### src/rtl/simple_pkg.sv
// Shared definitions for the SIMPLE-style core: sequencer state encoding,
// instruction field codes and the control bundle passed from the phase
// decoder to the sequencer registers. The ALU and instruction decoder also
// import this package.
package simple_pkg;

  // Sequencer state encoding. It is also visible on the phase output.
  localparam logic [2:0] ST_IDLE = 3'd0;
  localparam logic [2:0] ST_IF   = 3'd1;
  localparam logic [2:0] ST_ID   = 3'd2;
  localparam logic [2:0] ST_EX   = 3'd3;
  localparam logic [2:0] ST_MEM  = 3'd4;
  localparam logic [2:0] ST_WB   = 3'd5;
  localparam logic [2:0] ST_HALT = 3'd7;

  // Major instruction class, ir[15:14]
  localparam logic [1:0] OP1_LD  = 2'b00;
  localparam logic [1:0] OP1_ST  = 2'b01;
  localparam logic [1:0] OP1_BR  = 2'b10;
  localparam logic [1:0] OP1_ALU = 2'b11;

  // Sub-class for the BR group, ir[13:11]
  localparam logic [2:0] OP2_LI  = 3'b000;
  localparam logic [2:0] OP2_B   = 3'b100;
  localparam logic [2:0] OP2_BCC = 3'b111;

  // ALU group opcodes that change sequencing, ir[7:4]
  localparam logic [3:0] ALU_CMP = 4'd5;
  localparam logic [3:0] ALU_OUT = 4'd13;
  localparam logic [3:0] ALU_HLT = 4'd15;

  // Per-cycle control produced by phase_decode. The update enables are
  // already gated by stall, so the register block applies them directly.
  typedef struct packed {
    logic [2:0] next_state;
    logic       mem_re;
    logic       mem_we;
    logic       reg_we;
    logic       ir_load;
    logic       pc_inc;
    logic       pc_load_alu;
    logic       flags_load;
  } seq_ctrl_t;

endpackage

### src/rtl/phase_sequencer_if.sv
// Signal bundle between the phase sequencer and the rest of the core
// (memory, register file, ALU).
//
// Handshake: there is no valid/ready pair. The memory side applies
// backpressure through stall. While stall is high the sequencer holds all of
// its state, keeps mem_re asserted in IF/MEM so the read completes, and
// forces mem_we/reg_we low. A phase completes on the first rising edge that
// sees stall low.
interface phase_sequencer_if;

  // Environment to sequencer
  logic        start;
  logic        stall;
  logic [15:0] mem_rdata;
  logic [15:0] alu_out;
  logic        alu_s;
  logic        alu_z;
  logic        alu_c;
  logic        alu_v;
  logic        alu_hlt;

  // Sequencer to environment
  logic [15:0] pc;
  logic [15:0] ir;
  logic [2:0]  phase;
  logic        flag_s;
  logic        flag_z;
  logic        flag_c;
  logic        flag_v;
  logic        mem_re;
  logic        mem_we;
  logic        reg_we;
  logic        halted;
  logic        busy;

  // Sequencer side
  modport master (
    input  start, stall, mem_rdata, alu_out,
    input  alu_s, alu_z, alu_c, alu_v, alu_hlt,
    output pc, ir, phase,
    output flag_s, flag_z, flag_c, flag_v,
    output mem_re, mem_we, reg_we, halted, busy
  );

  // Memory / ALU / register-file side
  modport slave (
    output start, stall, mem_rdata, alu_out,
    output alu_s, alu_z, alu_c, alu_v, alu_hlt,
    input  pc, ir, phase,
    input  flag_s, flag_z, flag_c, flag_v,
    input  mem_re, mem_we, reg_we, halted, busy
  );

endinterface

### src/rtl/phase_decode.sv
// Combinational next-state and strobe decoder for the phase sequencer.
// Maps the current state, the decoded instruction fields, stall and the few
// external events (start, alu_hlt) onto the next state, the strobes and the
// register update enables. It holds no state of its own.
module phase_decode
  import simple_pkg::*;
(
  input  logic [2:0] state,
  input  logic [1:0] op1,
  input  logic [2:0] op2,
  input  logic [3:0] opcode,
  input  logic       stall,
  input  logic       start,
  input  logic       alu_hlt,
  output seq_ctrl_t  ctrl
);

  logic halt_req;
  logic br_jump;
  logic ex_to_mem;
  logic ex_to_wb;

  // Instruction classification used by the EX phase
  always_comb begin
    halt_req  = ((op1 == OP1_ALU) && (opcode == ALU_HLT)) || alu_hlt;
    br_jump   = (op1 == OP1_BR) && ((op2 == OP2_B) || (op2 == OP2_BCC));
    ex_to_mem = (op1 == OP1_LD) || (op1 == OP1_ST);
    ex_to_wb  = ((op1 == OP1_ALU) && (opcode != ALU_CMP) && (opcode != ALU_OUT))
             || ((op1 == OP1_BR) && (op2 == OP2_LI));
  end

  // Per-state control, then stall freezes everything except mem_re
  always_comb begin
    ctrl            = '0;
    ctrl.next_state = state;

    case (state)
      ST_IDLE: begin
        if (start) ctrl.next_state = ST_IF;
      end

      ST_IF: begin
        ctrl.mem_re     = 1'b1;
        ctrl.ir_load    = 1'b1;
        ctrl.pc_inc     = 1'b1;
        ctrl.next_state = ST_ID;
      end

      ST_ID: begin
        ctrl.next_state = ST_EX;
      end

      ST_EX: begin
        if (halt_req) begin
          // Halting instructions leave flags and pc untouched
          ctrl.next_state = ST_HALT;
        end else begin
          ctrl.flags_load  = (op1 == OP1_ALU);
          // The ALU already resolved the condition; alu_out is pc+1 if untaken
          ctrl.pc_load_alu = br_jump;
          if (ex_to_mem)     ctrl.next_state = ST_MEM;
          else if (ex_to_wb) ctrl.next_state = ST_WB;
          else               ctrl.next_state = ST_IF;
        end
      end

      ST_MEM: begin
        if (op1 == OP1_LD) begin
          ctrl.mem_re     = 1'b1;
          ctrl.next_state = ST_WB;
        end else if (op1 == OP1_ST) begin
          ctrl.mem_we     = 1'b1;
          ctrl.next_state = ST_IF;
        end else begin
          ctrl.next_state = ST_IF;
        end
      end

      ST_WB: begin
        ctrl.reg_we     = 1'b1;
        ctrl.next_state = ST_IF;
      end

      ST_HALT: begin
        ctrl.next_state = ST_HALT;
      end

      // Unused encoding 6 recovers to IDLE
      default: begin
        ctrl.next_state = ST_IDLE;
      end
    endcase

    // Memory not ready: hold every register and suppress write strobes.
    // mem_re is left alone so an in-flight read stays requested.
    if (stall && (state != 3'd6)) begin
      ctrl.next_state  = state;
      ctrl.mem_we      = 1'b0;
      ctrl.reg_we      = 1'b0;
      ctrl.ir_load     = 1'b0;
      ctrl.pc_inc      = 1'b0;
      ctrl.pc_load_alu = 1'b0;
      ctrl.flags_load  = 1'b0;
    end
  end

endmodule

### src/rtl/phase_sequencer.sv
// Multi-cycle control unit of the SIMPLE-style core. It steps every
// instruction through IF/ID/EX/MEM/WB, owns PC, IR and the S/Z/C/V flag
// register, and parks in HALT when the ALU reports a halt. All sequencing
// decisions are made in phase_decode; this module only holds the registers.
module phase_sequencer
  import simple_pkg::*;
#(
  parameter logic [15:0] RESET_PC = 16'h0000
) (
  input  logic                clk,
  input  logic                rst,
  phase_sequencer_if.master   bus
);

  logic [2:0]  state_q;
  logic [15:0] pc_q;
  logic [15:0] ir_q;
  logic [3:0]  flags_q;  // {S, Z, C, V}
  seq_ctrl_t   ctrl;

  phase_decode u_decode (
    .state   (state_q),
    .op1     (ir_q[15:14]),
    .op2     (ir_q[13:11]),
    .opcode  (ir_q[7:4]),
    .stall   (bus.stall),
    .start   (bus.start),
    .alu_hlt (bus.alu_hlt),
    .ctrl    (ctrl)
  );

  // State, PC, IR and flag registers; reset wins over every other update
  always_ff @(posedge clk) begin
    if (rst) begin
      state_q <= ST_IDLE;
      pc_q    <= RESET_PC;
      ir_q    <= 16'h0000;
      flags_q <= 4'b0000;
    end else begin
      state_q <= ctrl.next_state;
      if (ctrl.ir_load) ir_q <= bus.mem_rdata;
      if (ctrl.pc_load_alu)  pc_q <= bus.alu_out;
      else if (ctrl.pc_inc)  pc_q <= pc_q + 16'd1;
      if (ctrl.flags_load)
        flags_q <= {bus.alu_s, bus.alu_z, bus.alu_c, bus.alu_v};
    end
  end

  // Outputs: register copies, decoded strobes and state summaries
  always_comb begin
    bus.pc     = pc_q;
    bus.ir     = ir_q;
    bus.phase  = state_q;
    bus.flag_s = flags_q[3];
    bus.flag_z = flags_q[2];
    bus.flag_c = flags_q[1];
    bus.flag_v = flags_q[0];
    bus.mem_re = ctrl.mem_re;
    bus.mem_we = ctrl.mem_we;
    bus.reg_we = ctrl.reg_we;
    bus.halted = (state_q == ST_HALT);
    bus.busy   = (state_q >= ST_IF) && (state_q <= ST_WB);
  end

endmodule

### src/flat_wrapper.sv
// flat-port wrapper written by rule: the top's interface ports become plain ports
module phase_sequencer_flat import simple_pkg::*;
#(
  parameter logic [15:0] RESET_PC = 16'h0000
)
  (clk, rst, bus_start, bus_stall, bus_mem_rdata, bus_alu_out, bus_alu_s, bus_alu_z, bus_alu_c, bus_alu_v, bus_alu_hlt, bus_pc, bus_ir, bus_phase, bus_flag_s, bus_flag_z, bus_flag_c, bus_flag_v, bus_mem_re, bus_mem_we, bus_reg_we, bus_halted, bus_busy);
  phase_sequencer_if bus_i ();
  input  logic clk;
  input  logic rst;
  input wire logic [$bits(bus_i.start)-1:0] bus_start;
  input wire logic [$bits(bus_i.stall)-1:0] bus_stall;
  input wire logic [$bits(bus_i.mem_rdata)-1:0] bus_mem_rdata;
  input wire logic [$bits(bus_i.alu_out)-1:0] bus_alu_out;
  input wire logic [$bits(bus_i.alu_s)-1:0] bus_alu_s;
  input wire logic [$bits(bus_i.alu_z)-1:0] bus_alu_z;
  input wire logic [$bits(bus_i.alu_c)-1:0] bus_alu_c;
  input wire logic [$bits(bus_i.alu_v)-1:0] bus_alu_v;
  input wire logic [$bits(bus_i.alu_hlt)-1:0] bus_alu_hlt;
  output wire logic [$bits(bus_i.pc)-1:0] bus_pc;
  output wire logic [$bits(bus_i.ir)-1:0] bus_ir;
  output wire logic [$bits(bus_i.phase)-1:0] bus_phase;
  output wire logic [$bits(bus_i.flag_s)-1:0] bus_flag_s;
  output wire logic [$bits(bus_i.flag_z)-1:0] bus_flag_z;
  output wire logic [$bits(bus_i.flag_c)-1:0] bus_flag_c;
  output wire logic [$bits(bus_i.flag_v)-1:0] bus_flag_v;
  output wire logic [$bits(bus_i.mem_re)-1:0] bus_mem_re;
  output wire logic [$bits(bus_i.mem_we)-1:0] bus_mem_we;
  output wire logic [$bits(bus_i.reg_we)-1:0] bus_reg_we;
  output wire logic [$bits(bus_i.halted)-1:0] bus_halted;
  output wire logic [$bits(bus_i.busy)-1:0] bus_busy;
  assign bus_i.start = bus_start;
  assign bus_i.stall = bus_stall;
  assign bus_i.mem_rdata = bus_mem_rdata;
  assign bus_i.alu_out = bus_alu_out;
  assign bus_i.alu_s = bus_alu_s;
  assign bus_i.alu_z = bus_alu_z;
  assign bus_i.alu_c = bus_alu_c;
  assign bus_i.alu_v = bus_alu_v;
  assign bus_i.alu_hlt = bus_alu_hlt;
  assign bus_pc = bus_i.pc;
  assign bus_ir = bus_i.ir;
  assign bus_phase = bus_i.phase;
  assign bus_flag_s = bus_i.flag_s;
  assign bus_flag_z = bus_i.flag_z;
  assign bus_flag_c = bus_i.flag_c;
  assign bus_flag_v = bus_i.flag_v;
  assign bus_mem_re = bus_i.mem_re;
  assign bus_mem_we = bus_i.mem_we;
  assign bus_reg_we = bus_i.reg_we;
  assign bus_halted = bus_i.halted;
  assign bus_busy = bus_i.busy;
  phase_sequencer #(.RESET_PC(RESET_PC)) u_core (.clk(clk), .rst(rst), .bus(bus_i));
endmodule
### config.mk
export PLATFORM = sky130hd
export DESIGN_NAME = phase_sequencer_flat
export DESIGN_NICKNAME = d
export VERILOG_FILES = /design/src/rtl/simple_pkg.sv /design/src/rtl/phase_sequencer_if.sv /design/src/rtl/phase_decode.sv /design/src/rtl/phase_sequencer.sv /design/src/flat_wrapper.sv
export SDC_FILE = /design/constraint.sdc
export NUM_CORES = 1
export LEC_CHECK = 0
export CAP_MARGIN = 20
export CELL_PAD_IN_SITES_DETAIL_PLACEMENT = 1
export CELL_PAD_IN_SITES_GLOBAL_PLACEMENT = 1
export CORE_AREA = 8 8 89 91
export CTS_CLUSTER_DIAMETER = 80
export DETAILED_ROUTE_END_ITERATION = 8
export DIE_AREA = 0 0 97 99
export GPL_ROUTABILITY_DRIVEN = 0
export PLACE_DENSITY_LB_ADDON = 0.1
export SLEW_MARGIN = 10
export SYNTH_ARGS = -nofsm -noshare
export SYNTH_HDL_FRONTEND = slang
export SYNTH_SLANG_ARGS = --single-unit
### constraint.sdc
create_clock -name clk -period 4.7 [get_ports clk]
set_input_delay 1.175 -clock clk [delete_from_list [all_inputs] [get_ports clk]]
set_output_delay 1.175 -clock clk [all_outputs]
set_load 0.01 [all_outputs]
# Word level (Yosys, flattened, before mapping)
# Cells that the tools add are included.
# W data, S select, Z words.
# totals
ff_bits	39
out_inout_bits	44
# op_classes
n_reduce_logical	16
mux	18
bitwise_logic	1
add_sub_neg	1
eq_ne	16
magnitude_cmp	2
# op_table
op	n
$mux W16	2
$pmux W3 S7	1
$add A16 B1 Y16 const B	1
$eq A3 B3 Y1 const B	5
$mux W3	5
$logic_and A1 B1 Y1	7
$eq A3 B2 Y1 const B	2
$logic_not A3 Y1	2
$mux W2	3
$mux W6	1
$mux W1	5
$eq A2 B2 Y1 const B	2
$eq A4 B4 Y1 const B	1
$logic_or A1 B1 Y1	4
$ne A4 B3 Y1 const B	1
$ne A4 B4 Y1 const B	1
$eq A3 B1 Y1 const B	1
$ge A3 B1 Y1 const B	1
$le A3 B3 Y1 const B	1
$ne A3 B3 Y1 const B	1
$eq A2 B1 Y1 const B	1
$logic_not A2 Y1	1
$ne A2 B2 Y1 const B	1
$pmux W1 S2	1
3 further kinds	3

# Longest topological paths before layout
# Gate-level depths: netlist of the first run.
# logic_depth
word_depth	8
depth_mapped	6
mapped_depth_nobuf	5

# Modules after synthesis
# Synthesis of the first run repeated with hierarchy kept, for this count alone.
# hier_totals
hier_cells	224
area_unflattened_um2	1981.9
# by_module_without_submodules
module	area_each_um2	cells_each	n_inst
phase_sequencer	1750.4	188	1
phase_decode	231.5	36	1

# Least setup slack after synthesis of the first run
# No wires, ideal clock.
# synth_timing
kind	input port to flip-flop
startpoint	input bus_stall
endpoint	register u_core.pc_q[13], in the netlist u_core.bus.pc[13]
stages	5
path_slack_ns	1.815
arrival_ns	2.811
setup_time_ns	0.074
path_buffers	1
path_cell_list	or4b_1 -> clkbuf_1 -> or4_4 -> or3_1 -> a31oi_1
# synth_between
elab_chain_len	3
elab_cells_between_ends	4
cone_classes	mux: 2; reduce/logical: 2
# synth_lines
item	line	source
from (decl)	flat_wrapper.sv:11	input wire logic [$bits(bus_i.stall)-1:0] bus_stall;
$logic_and A1 B1 Y1 (*)	phase_decode.sv:96	if (stall && (state != 3'd6)) begin
$mux W6 (*)	phase_decode.sv:96	
$mux W16 / $reduce_bool A2 Y1 (equally long branches)	--	
to (signal assigned)	phase_sequencer.sv:42	if (ctrl.pc_load_alu) pc_q <= bus.alu_out;
to (signal assigned)	phase_sequencer.sv:43	else if (ctrl.pc_inc) pc_q <= pc_q + 16'd1;
to (decl)	phase_sequencer.sv:16	logic [15:0] pc_q;
# Every way passes the cells marked *; elsewhere a longest branch is shown, timed or not.
# A chain may end at the register's enable or synchronous reset.

# Worst setup path in the final report of the first run
# layout_timing
startpoint	input bus_stall
endpoint	output bus_mem_we
# layout_between
elab_chain_len	2
# layout_lines
item	line	source
$logic_and A1 B1 Y1	phase_decode.sv:96	
$mux W6	phase_decode.sv:96	
to (decl)	flat_wrapper.sv:27	output wire logic [$bits(bus_i.mem_we)-1:0] bus_mem_we;
# Every way passes these cells.

==> flow_metrics.tcl, run 1 <==
set metrics [dict create \
    outcome "finished, final reports clean" \
    post_route_cells_drive_above_1_share_pct 5.59 \
    ctsResizeCount 0 \
    worst_slew_margin_rel_pct 31.0 \
    overflow 0 \
    num_vias 2272 \
    clock_tree_from_tritoncts "built" \
    cts_setup_buffers 0 \
    synthFlopType "dfxtp_1" \
    post_synth_most_frequent_cells "45 x nand2_1, 39 x dfxtp_1, 28 x a21oi_1" \
    cts.sinks 39 \
    ys_top_cells_by_area "dfxtp_1 39%, nand2_1 8.3%, a21oi_1 6.9%" \
    timing.critical_path.to_type "output port" \
    timing.final.max_slew_violations 0 \
    timing.final.crit_share_pct 80.2 \
    synth.distinct_cells 44 \
    count_of_final_hold_check_violations 0 \
    setup_tns_ps 0 \
    worstHoldPathType "flip-flop to flip-flop" \
    drt_iter0_markers 98 \
    timing_worst_setup_path_type "input port to output port" \
    largest_net_degree_at_the_start_of_global_routing 24 \
    power_density_nw_per_um2 244 \
    count_of_flip_flops_with_a_built_in_enable_after_synthesis 0 \
    cts-root-to-sink-buffers 2 \
    clock_latency_ps 300 \
    die_x_um 97 \
    clkSlewWorstSetupHoldPaths_ps 80 \
    fin_total_pwr_mw 0.749 \
    worst_hold_startpoint "u_core.bus.ir[3]$_SDFFE_PP0P_" \
    synth_top_area_share_pct 38.6 \
    pleak_nw 1.02 \
    synthesis.area_um2 2020 \
    route.antenna.remaining_nets 0 \
    postSynthCellCount 259 \
    gr-usage-all-layers_pct 15.1 \
    ys_ff_latch 39 \
    die_h_um 99 \
    worst_ir_drop_vdd_uv 133 \
    period_minus_slack_ps 3770 \
    n_antenna_cell 0 \
    max_slew.worst_pin.slew_ps 1030 \
    crit_path_max_fanout 7 \
    achievable-frequency_ghz 0.265 \
    grt_pass1_vias 2371 \
    io-pin-count 85 \
    rows 30 \
    drt_pass1_iterations 4 \
    dpl.hpwl_mm 5.48 \
    detail_route.vias_per_cell 5.41 \
    buffers_added_on_ports 84 \
    totalWireLength_mm 7.35 \
    setup-violations-final 0 \
    maxCapViolCount 0 \
    initial_antenna_violation_count 0 \
    numCtsBuffers 5 \
    final_skew_ps 7.75 \
    required_ps 3520 \
    timing.rr.start "u_core.bus.phase[0]$_SDFFE_PP0P_" \
    post_drt_wl_per_cell_um 17.5 \
    async_reset_ff_share_pct 0 \
    grt_pass1_wl_mm 12.1 \
    crit_arrival_ps 2600 \
    seq_area_frac_synth_pct 38.6 \
    total_nets_after_synthesis 301 \
    post_cts_hold_buffer_count 0 \
    die_area_um2 9600 \
    most_repeated_cell_in_the_gate_level_netlist_after_synthesis "nand2_1" \
    grt_setup_unrepaired "no" \
    setup.worst_path.start_class "input port" \
    area_delta_synth_final_pct 51.8 \
    start_util_pct 30.8 \
    synth_area_leader_cell "dfxtp_1" \
    yosys_warnings 0 \
    avgSynthCellArea_um2 7.81 \
    cts-htree-levels 2 \
    drt_drc_violations_left 0 \
    design.final.nets 381 \
    startpoint "bus_stall" \
    core_area_um2 6570 \
    clk_root_buffer_cell "clkbuf_8" \
    hold_slack_ps 464 \
]
==> critical path: stages <==
cell and delay [ps]:
clkdlybuf4s50_1 530, nor2_1 160, and4_1 190, clkdlybuf4s50_1 540
==> flip-flops by register name, indices dropped and copies added, names as in the netlist <==
name / flops
u_core.bus.ir: 16
u_core.bus.pc: 16
u_core.flags_q: 4
u_core.bus.phase: 3
==> routing by layer <==
metal / routed length [µm] / track usage (%) / vias up
met2: 3420 / 24.6 / 61
met5: 0 / 0 / -
met4: 89 / 4.97 / 0
li1: - / - / 1122
met3: 571 / 6.02 / 8
met1: 3260 / 17.7 / 1081
==> final timing paths <==
kind	end	slack, ps	cells past startpoint
min	u_core.bus.ir[3]$_SDFFE_PP0P_	460	2
min reg2reg	u_core.bus.ir[3]$_SDFFE_PP0P_	460	2
max reg2reg	u_core.bus.pc[14]$_SDFFE_PP0P_	2040	5
max	bus_mem_we	930	4
==> metrics by stage <==
stage / worst slack, ps / area [µm²] / util, % / std cells
after global routing: 874 / 3070 / 46.8 / 420
after CTS: 919 / 3070 / 46.8 / 420
after global placement: 918 / 2950 / 44.9 / 412
final: 930 / 3070 / 46.8 / 420
after detailed placement: 867 / 2950 / 44.9 / 412
after floorplan: 1810 / 2020 / - / 259
==> logic make-up (layout without fill, tap and decap cells) <==
family / after synthesis / count (layout) / synth area share, %
adders and majority gates: 1 / 1 / 0.618
muxes: 5 / 5 / 2.47
buffers and inverters: 21 / 102 / 3.96
xor gates and xnor gates: 5 / 5 / 2.16
DFF: 39 / 39 / 38.6
AOI/OAI and AO/OA: 72 / 72 / 23.4
and+or+nand+nor: 116 / 116 / 28.8
==> power breakdown <==
group,switching (mW),internal [mW]
clock,0.131,0.175
combinational,0.0386,0.0572
sequential,0.0111,0.337
==> area by class of cell <==
cell class	count	area, µm²
Inverter	4	15.0
Fill cell	802	3500
Clock inverter	2	38.8
Clock buffer	6	82.6
Timing Repair Buffer	90	886
Sequential cell	39	781
Tap cell	80	100
Multi-Input combinational cell	199	1170
==> cell usage in the layout (no fill, tap or decap), types with 5 or more instances in the layout <==
cell type / instances
a31oi_1: 5
o21ai_0: 5
nor4_1: 9
a21oi_1: 28
a211oi_1: 6
clkdlybuf4s50_1: 84
mux2i_1: 5
nand3_1: 7
buf_4: 6
or3_1: 6
nor3_1: 11
dfxtp_1: 39
nand2_1: 45
o211ai_1: 8
nand4_1: 6
clkbuf_8: 6
nor2_1: 14
Note: power is estimated with default switching activity, not from simulation.
==> run 2, diff against run 1 <==
- CORE_AREA: 8 8 89 91 -> 8 8 96 98
- DIE_AREA: 0 0 97 99 -> 0 0 104 106
- clock period: 4.7 -> 3.4 ns (I/O delays scaled with it)
==> run 2 against run 1 <==
  * Core utilization fell by 6.7 points
  * Clock skew fell by 3.0 ps
  * Critical path type unchanged
  * Register-to-register slack got worse by 1000 ps
  * Combinational power rose by 43%
  * Power rose by 44%
  * Via count rose by 0.92%
  * Global-route usage fell by 1.2 points
  * Largest cell class unchanged
  * Worst setup slack got worse by 550 ps
  * Non-clock buffer count rose by 4
  * Die area rose by 15%
  * Clock power rose by 52%
==> flow_metrics.tcl, run 2 (same netlist as run 1, synthesis figures left out) <==
set metrics [dict create \
    outcome "finished, final reports clean" \
    area_delta_synth_final_pct 55.4 \
    pleak_nw 1.04 \
    clock_latency_ps 290 \
    worst_r2r_path_depth 5 \
    rows 33 \
    timing.critical_path.to_type "output port" \
    drt_pass1_iterations 4 \
    post_drt_wl_per_cell_um 17.3 \
    num_vias 2293 \
    overflow 0 \
    fin_total_pwr_mw 1.08 \
    timing.critical_path.slowest_stage_cell "clkdlybuf4s50_1" \
    worst_slew_margin_rel_pct 27.9 \
    n_antenna_cell 0 \
    place_worst_setup_slack_ps 296 \
    gr-usage-all-layers_pct 13.9 \
    timing_worst_setup_path_type "input port to output port" \
    io-pin-count 85 \
    totalWireLength_mm 7.76 \
    worstHoldPathType "flip-flop to flip-flop" \
    timing.critical_path.slowest_cell_delay_ps 530 \
    cts-root-to-sink-buffers 2 \
    count_of_final_hold_check_violations 0 \
    bufs_and_invs_on_worst_path 2 \
    final.fill_count 939 \
    cts-htree-levels 2 \
    final_skew_ps 4.77 \
    layout_commonest_cell "clkdlybuf4s50_1" \
    clock_tree_from_tritoncts "built" \
    detail_route.vias_per_cell 5.11 \
    required_ps 2550 \
    die_x_um 104 \
    setup.worst_path.start_class "input port" \
    cts.sinks 39 \
    period_minus_slack_ps 3020 \
    route.antenna.remaining_nets 0 \
    setup_tns_ps 0 \
    post_cts_hold_buffer_count 0 \
    layout_common_cells "84 x clkdlybuf4s50_1, 45 x nand2_1, 39 x dfxtp_1" \
    timing.critical_path.mode_cell "clkdlybuf4s50_1" \
    dpl.hpwl_mm 5.82 \
    maxCapViolCount 0 \
    largest_net_degree_at_the_start_of_global_routing 20 \
    ctsResizeCount 0 \
    start_util_pct 25.8 \
    cts_setup_buffers 0 \
    crit_arrival_ps 2170 \
    core_area_um2 7850 \
    achievable-frequency_ghz 0.331 \
    timing.final.crit_share_pct 88.9 \
    initial_antenna_violation_count 0 \
    grt_pass1_vias 2417 \
    drt_iter0_markers 82 \
    max_slew.worst_pin.slew_ps 1080 \
    clkSlewWorstSetupHoldPaths_ps 80 \
    timing.final.max_slew_violations 0 \
    numCtsBuffers 5 \
    list_of_cells_traversed_by_the_critical_path "clkdlybuf4s50_1, nor2_1, and4_1, clkdlybuf4s50_1" \
    drt_drc_violations_left 0 \
    worstHoldPathCells 2 \
    buffers_added_on_ports 84 \
    path_delay_family "buffers and inverters" \
    post_route_cells_drive_above_1_share_pct 6.40 \
    crit_path_max_fanout 3 \
    clk_root_buffer_cell "clkbuf_8" \
    setup-violations-final 0 \
    grt_setup_unrepaired "no" \
    die_area_um2 11000 \
    power_density_nw_per_um2 344 \
    die_h_um 106 \
    final_critical_path_setup_slack_ps 378 \
    timing.critical_path.depth 4 \
    worst_ir_drop_vdd_uv 163 \
    design.final.nets 385 \
    grt_pass1_wl_mm 12.7 \
]
[run 2: power by group]
part	internal (mW)	total, mW	switching (mW)
sequential	0.465	0.481	0.0152
combinational	0.0813	0.137	0.0553
clock	0.294	0.464	0.170
[run 2: final cells by class]
class / count / area (µm²) / share of cell area (%)
Sequential cell: 39 / 781 / 24.8
Clock inverter: 2 / 60.1 / 1.91
Tap cell: 105 / 131 / 4.18
Multi-Input combinational cell: 199 / 1170 / 37.2
Clock buffer: 6 / 72.6 / 2.31
Inverter: 4 / 15.0 / 0.478
Timing Repair Buffer: 94 / 916 / 29.1
[run 2: metal layers]
layer | wire length [µm] | global-route usage, %
met2 | 3470 | 22.0
met5 | 0 | 0
met4 | 51 | 3.10
met3 | 543 | 5.02
met1 | 3700 | 17.7
[run 2: through the flow]
| stage | cell area [µm²] | util (%) | std cells | hold slack [ps] |
|---|---|---|---|---|
| after global placement | 3010 | 38.4 | 441 | 441 |
| after detailed placement | 3010 | 38.4 | 441 | 453 |
| after CTS | 3140 | 40.1 | 449 | 466 |
| after global routing | 3140 | 40.1 | 449 | 485 |
| final | 3140 | 40.1 | 449 | 462 |
| after floorplan | 2020 | - | 259 | 481 |
[run 2: worst reg2reg max path, delay by kind of cell, from the launching register on]
family / cells / cell delay [ps]
flops: 1 / 480
simple gates: 3 / 1420
compound gates: 1 / 160
buf+inv: 1 / 240
[run 2: final timing paths]
check,startpoint,endpoint,slack (ps)
worst min register to register,u_core.bus.ir[10]$_SDFFE_PP0P_,u_core.bus.ir[10]$_SDFFE_PP0P_,460
worst max-delay path,bus_stall,bus_mem_we,380
worst min-delay path,u_core.bus.ir[10]$_SDFFE_PP0P_,u_core.bus.ir[10]$_SDFFE_PP0P_,460
worst max register to register,u_core.bus.phase[2]$_SDFFE_PP0P_,u_core.bus.pc[14]$_SDFFE_PP0P_,1040
